==> config.mk <==
export PLATFORM = sky130hd
export DESIGN_NAME = multicycle_controller
export DESIGN_NICKNAME = d
export VERILOG_FILES = /design/src/rtl/multicycle_controller.sv
export SDC_FILE = /design/constraint.sdc
export NUM_CORES = 1
export LEC_CHECK = 0
export CORE_UTILIZATION = 48
export DETAILED_ROUTE_END_ITERATION = 7
export PLACE_DENSITY_LB_ADDON = 0.2
export SLEW_MARGIN = 15
export SYNTH_ARGS = -nofsm -noshare
export SYNTH_HDL_FRONTEND = slang
export SYNTH_SLANG_ARGS = --single-unit
==> constraint.sdc <==
create_clock -name clk -period 4.15 [get_ports clk]
set_clock_uncertainty 0.2 [all_clocks]
set_input_delay 0.415 -clock clk [delete_from_list [all_inputs] [get_ports clk]]
set_output_delay 0.415 -clock clk [all_outputs]
set_load 0.01 [all_outputs]
==> src/rtl/multicycle_controller.sv <==
// Multi-cycle FETCH/DECODE/EXEC/MEM/WB sequencer for the MIPS-subset datapath.
// Owns PC and IR, arbitrates the single memory port, and drives registered datapath controls.
module multicycle_controller #(
    parameter logic [31:0] RESET_PC    = 32'h0000_0000,
    parameter int unsigned MEM_TIMEOUT = 16
) (
    input  logic        clk,
    input  logic        rst_n,
    output logic        mem_req,
    output logic        mem_we,
    output logic        mem_sel_data,
    input  logic        mem_ready,
    input  logic [31:0] mem_rdata,
    output logic [31:0] pc,
    output logic [31:0] ir,
    output logic [2:0]  alu_sel,
    output logic [1:0]  imm_op,
    output logic        alu_src_imm,
    output logic [4:0]  wb_reg,
    output logic        wb_sel,
    output logic        reg_we,
    output logic        halted,
    output logic        illegal,
    output logic        bus_err
);

    localparam int unsigned CW = (MEM_TIMEOUT < 2) ? 1 : $clog2(MEM_TIMEOUT);

    typedef enum logic [2:0] {
        S_FETCH  = 3'd0,
        S_DECODE = 3'd1,
        S_EXEC   = 3'd2,
        S_MEM    = 3'd3,
        S_WB     = 3'd4,
        S_HALT   = 3'd5
    } state_t;

    typedef enum logic [2:0] {
        K_ALU = 3'd0,
        K_IMM = 3'd1,
        K_LW  = 3'd2,
        K_SW  = 3'd3,
        K_J   = 3'd4,
        K_BAD = 3'd5
    } kind_t;

    typedef struct packed {
        kind_t      kind;
        logic [2:0] alu_sel;
        logic [1:0] imm_op;
        logic       src_imm;
        logic [4:0] wb_reg;
    } dec_t;

    // Instruction classification; undecodable encodings fall back to K_BAD with idle controls.
    function automatic dec_t decode(input logic [31:0] instr);
        dec_t d;
        d.kind    = K_BAD;
        d.alu_sel = 3'b000;
        d.imm_op  = 2'b11;
        d.src_imm = 1'b0;
        d.wb_reg  = 5'd0;
        case (instr[31:26])
            6'd0: begin
                d.kind   = K_ALU;
                d.wb_reg = instr[15:11];
                case (instr[5:0])
                    6'd32:   d.alu_sel = 3'b000;
                    6'd24:   d.alu_sel = 3'b001;
                    6'd36:   d.alu_sel = 3'b010;
                    6'd37:   d.alu_sel = 3'b011;
                    6'd39:   d.alu_sel = 3'b101;
                    6'd0:    d.alu_sel = 3'b110;
                    6'd2:    d.alu_sel = 3'b111;
                    default: begin
                        d.kind   = K_BAD;
                        d.wb_reg = 5'd0;
                    end
                endcase
            end
            6'd8:  begin d.kind = K_IMM; d.imm_op = 2'b00; d.src_imm = 1'b1; d.wb_reg = instr[20:16]; end
            6'd36: begin d.kind = K_IMM; d.imm_op = 2'b01; d.src_imm = 1'b1; d.wb_reg = instr[20:16]; end
            6'd13: begin d.kind = K_IMM; d.imm_op = 2'b10; d.src_imm = 1'b1; d.wb_reg = instr[20:16]; end
            6'd35: begin d.kind = K_LW;  d.imm_op = 2'b00; d.src_imm = 1'b1; d.wb_reg = instr[20:16]; end
            6'd43: begin d.kind = K_SW;  d.imm_op = 2'b00; d.src_imm = 1'b1; end
            6'd2:  d.kind = K_J;
            default: d.kind = K_BAD;
        endcase
        return d;
    endfunction

    state_t        r_state;
    state_t        w_next;
    kind_t         r_kind;
    logic [CW-1:0] r_cnt;
    logic [31:0]   r_pc;
    logic [31:0]   r_ir;
    logic          r_mem_req;
    logic          r_mem_we;
    logic          r_mem_sel_data;
    logic [2:0]    r_alu_sel;
    logic [1:0]    r_imm_op;
    logic          r_alu_src_imm;
    logic [4:0]    r_wb_reg;
    logic          r_wb_sel;
    logic          r_reg_we;
    logic          r_halted;
    logic          r_illegal;
    logic          r_bus_err;
    dec_t          w_dec;
    logic          w_accept;
    logic          w_wait;
    logic          w_timeout;

    assign w_dec     = decode(mem_rdata);
    assign w_accept  = r_mem_req & mem_ready;
    assign w_wait    = r_mem_req & ~mem_ready;
    assign w_timeout = w_wait & (r_cnt == CW'(MEM_TIMEOUT - 1));

    // Next-state selection.
    always_comb begin
        w_next = r_state;
        case (r_state)
            S_FETCH: begin
                if (w_timeout)     w_next = S_HALT;
                else if (w_accept) w_next = S_DECODE;
                else               w_next = S_FETCH;
            end
            S_DECODE: begin
                case (r_kind)
                    K_J:     w_next = S_FETCH;
                    K_BAD:   w_next = S_HALT;
                    default: w_next = S_EXEC;
                endcase
            end
            S_EXEC: begin
                if ((r_kind == K_LW) || (r_kind == K_SW)) w_next = S_MEM;
                else                                      w_next = S_WB;
            end
            S_MEM: begin
                if (w_timeout)             w_next = S_HALT;
                else if (!w_accept)        w_next = S_MEM;
                else if (r_kind == K_SW)   w_next = S_FETCH;
                else                       w_next = S_WB;
            end
            S_WB:    w_next = S_FETCH;
            S_HALT:  w_next = S_HALT;
            default: w_next = S_HALT;
        endcase
    end

    // State, PC/IR, timeout counter and registered controls for the upcoming state.
    always_ff @(posedge clk or negedge rst_n) begin
        if (!rst_n) begin
            r_state        <= S_FETCH;
            r_kind         <= K_BAD;
            r_cnt          <= '0;
            r_pc           <= RESET_PC;
            r_ir           <= 32'h0000_0000;
            r_mem_req      <= 1'b0;
            r_mem_we       <= 1'b0;
            r_mem_sel_data <= 1'b0;
            r_alu_sel      <= 3'b000;
            r_imm_op       <= 2'b11;
            r_alu_src_imm  <= 1'b0;
            r_wb_reg       <= 5'd0;
            r_wb_sel       <= 1'b0;
            r_reg_we       <= 1'b0;
            r_halted       <= 1'b0;
            r_illegal      <= 1'b0;
            r_bus_err      <= 1'b0;
        end else begin
            r_state        <= w_next;
            r_mem_req      <= (w_next == S_FETCH) || (w_next == S_MEM);
            r_mem_we       <= (w_next == S_MEM) && (r_kind == K_SW);
            r_mem_sel_data <= (w_next == S_MEM);
            r_reg_we       <= (w_next == S_WB);
            r_wb_sel       <= (w_next == S_WB) && (r_kind == K_LW);
            r_halted       <= (w_next == S_HALT);
            // Decode is taken straight from the fetched word so controls are valid during DECODE.
            if ((r_state == S_FETCH) && (w_next == S_DECODE)) begin
                r_ir          <= mem_rdata;
                r_pc          <= r_pc + 32'd1;
                r_kind        <= w_dec.kind;
                r_alu_sel     <= w_dec.alu_sel;
                r_imm_op      <= w_dec.imm_op;
                r_alu_src_imm <= w_dec.src_imm;
                r_wb_reg      <= w_dec.wb_reg;
            end else if ((r_state == S_DECODE) && (r_kind == K_J)) begin
                r_pc <= {r_pc[31:26], r_ir[25:0]};
            end else begin
                r_pc <= r_pc;
            end
            if ((r_state == S_DECODE) && (r_kind == K_BAD)) r_illegal <= 1'b1;
            else                                            r_illegal <= r_illegal;
            if (w_timeout && ((r_state == S_FETCH) || (r_state == S_MEM))) r_bus_err <= 1'b1;
            else                                                          r_bus_err <= r_bus_err;
            if (w_next != r_state) r_cnt <= '0;
            else if (w_wait)       r_cnt <= r_cnt + CW'(1);
            else                   r_cnt <= r_cnt;
        end
    end

    assign mem_req      = r_mem_req;
    assign mem_we       = r_mem_we;
    assign mem_sel_data = r_mem_sel_data;
    assign pc           = r_pc;
    assign ir           = r_ir;
    assign alu_sel      = r_alu_sel;
    assign imm_op       = r_imm_op;
    assign alu_src_imm  = r_alu_src_imm;
    assign wb_reg       = r_wb_reg;
    assign wb_sel       = r_wb_sel;
    assign reg_we       = r_reg_we;
    assign halted       = r_halted;
    assign illegal      = r_illegal;
    assign bus_err      = r_bus_err;

endmodule

==> results.cfg <==
[clock_tree]
insertion_delay_ps = 370
clkTransAtPathRegs_ps = 100
clock_sinks = 93
postCtsSetupBuffers = 0
cts_buffer_depth = 2
htree_levels = 3
cts_tree = built
cts_root_buf = clkbuf_8
cts_made_buffers = 9

[yosys]
syn_area_sq_mm = 0.00463
ys_ff_latch = 93
yosys_most_used_dff = dfrtp_1
yosys.area.top_type = dfrtp_1
synth.most_common_cell = nand2_1
synth_cell_types = 62
synth_nets = 548
avgSynthCellArea_sq_um = 9.06
yosys_warnings = 0
synth_async_sr_flop_share_pct = 100
synth_edf_count = 0
yosysTopAreaCellShare_pct = 48.1
syn_inst = 511
synth-seq-area-share_pct = 50.4
synth_commonest_cells = nand2_1, dfrtp_1, nand3_1, nor2_1, o21ai_0
netlist_top_cells_area = dfrtp_1, nand2_1, nand3_1

[worst_setup_path]
end_kind = flop
crit_family = simple AND/OR/NAND/NOR gates
critPathMaxStageDelay_ps = 690
path_class = reg2reg
critical_path_buf_inv_count = 0
worstPathRequired_ps = 4200
crit_path_top_delay_cell = dfrtp_1
crit_chain = or3b_1 > or3_1 > nand2_1 > o21ai_1 > a221o_1
critPathLaunchType = flop
worstPathMaxFanout = 18
arrival_ps = 2900

[power_and_ir_drop]
cellLeakagePower_nw = 2.72
power_w = 0.00155
vdd_drop_max_mv = 0.125
powerDensity_mw_per_mm2 = 255

[status]
outcome = completed

[floorplanning]
pin_count = 118
dieArea_sq_mm = 0.0100
start_util_pct = 49.9
core_area_sq_mm = 0.00928
die_h_um = 100
die_w_um = 100
rows = 35

[grt]
grt_pass1_vias = 4163
grt-ovfl-total = 0
antenna_found_initial = 0
grt_first_pass_wirelength_um = 20600
grt_use_total_pct = 26.1
grt_start_max_net_pins = 69

[layout]
design_area_sq_mm = 0.00610
area_growth_pct = 31.7
num-nets-final = 658
drive_above_1_share_pct = 6.23
nFillCells = 782
antenna_cells = 0

[detailed_routing]
drt-vias-per-instance = 5.70
routedWlPerCell_um = 16.3
drc_errors = 0
drtPass1Iterations = 7
wirelength_um = 12300
initialDrtViolationCount = 306
vias = 4302
ant_nets = 0

[sta]
relSlewSlack_pct = 42.1
whs_ps = 279
hold_violations = 0
setup_violations = 0
post-route-min-period_ps = 2840
worst_slack_ps = 1310
setup_tns_ps = 0
worst_slew_pin_slew_ps = 868
final.period_utilization_pct = 68.5
drv_slew = 0
max_clock_freq_mhz = 352
rsz0062_at_grt = no

[placement]
place_ws_ps = 1210
gp_congestion = 0.871
hpwl_um = 8780
placed_area_sq_mm = 0.00590
numPortBuffers = 117

[run]
cap_violations = 0

[worst_hold_path]
hold_path_class = reg2reg
-- cell usage in the layout (no fill, tap or decap), types with 3 or more instances in the layout --
cell               n
a31o_2             3
a21o_1             5
clkdlybuf4s50_1  116
nor2b_1            6
o311ai_0           8
nand3_1           26
a221o_1            4
o21ai_0           21
buf_4              6
o211ai_1          13
xor2_1             3
a31oi_1            3
clkinv_4           3
nor4_1             4
and3_1             7
nand2_1          143
and3b_1            4
a21oi_1           13
o31ai_1            6
inv_1              9
and2_1             5
nor3_1             9
a211oi_1           3
a22o_1             5
nand4_1           13
dfrtp_1           89
dfstp_2            4
xnor2_1            9
or3_1              4
nand2b_1           3
nor2_1            24
clkbuf_8           9
-- what timing repair did --
action,CTS,global route
hold endpoints to repair,54,0
hold buffers,1,0
resized for setup,0,0
-- path summary, 6_finish.rpt --
| kind | startpoint | endpoint | slack (ps) | depth (start not counted) |
|---|---|---|---|---|
| min in group asynchronous | rst_n | r_cnt[2]$_DFFE_PN0P_ | 490 | 2 |
| worst max-delay path | r_state[0]$_DFF_PN0_ | pc[6]$_DFFE_PN0P_ | 1310 | 5 |
| worst min-delay path | pc[31]$_DFFE_PN0P_ | pc[31]$_DFFE_PN0P_ | 280 | 1 |
| worst min register to register | pc[31]$_DFFE_PN0P_ | pc[31]$_DFFE_PN0P_ | 280 | 1 |
| worst max register to register | r_state[0]$_DFF_PN0_ | pc[6]$_DFFE_PN0P_ | 1310 | 5 |
| max in group asynchronous | rst_n | pc[7]$_DFFE_PN0P_ | 2350 | 3 |
-- cell families after synthesis --
logic type                 synth area share [%]
AOI/OAI and AO/OA                          15.3
xor gates and xnor gates                   2.27
adders and majority gates                 0.541
buffers and inverters                      3.00
DFF                                        50.4
muxes                                     0.676
and+or+nand+nor                            27.8
-- where the power goes --
part,leakage [nW],internal (W),switching (W)
clock network,0.0864,0.000225,0.000348
registers,1.18,0.000906,0
logic,1.46,0.0000360,0.0000393
total,2.72,0.00117,0.000387
-- per-layer routing --
| layer | vias to the layer above | share of wire, % | global-route usage [%] |
|---|---|---|---|
| met5 | - | 0 | 0 |
| met4 | 0 | 1.6 | 8.92 |
| met3 | 17 | 7.0 | 4.74 |
| met2 | 185 | 47 | 41.1 |
| met1 | 2050 | 45 | 36.4 |
| li1 | 2050 | - | - |
-- per-stage QoR --
stage          utilization [%]  std cells
5_1_grt                   65.7        755
4_1_cts                   65.7        755
3_3_place_gp              63.6        738
3_5_place_dp              63.6        738
2_1_floorplan                -        511
6_report                  65.7        755
-- layout make-up --
type | instances | area (sq um) | share of cell area, %
Multi-Input combinational cell | 385 | 2170 | 35.6
Tap cell | 129 | 161 | 2.65
Timing Repair Buffer | 123 | 1220 | 20.0
Inverter | 9 | 33.8 | 0.554
Sequential cell | 93 | 2330 | 38.3
Clock buffer | 9 | 124 | 2.03
Clock inverter | 7 | 58.8 | 0.965
No activity file was read; power rests on OpenSTA's default activity.
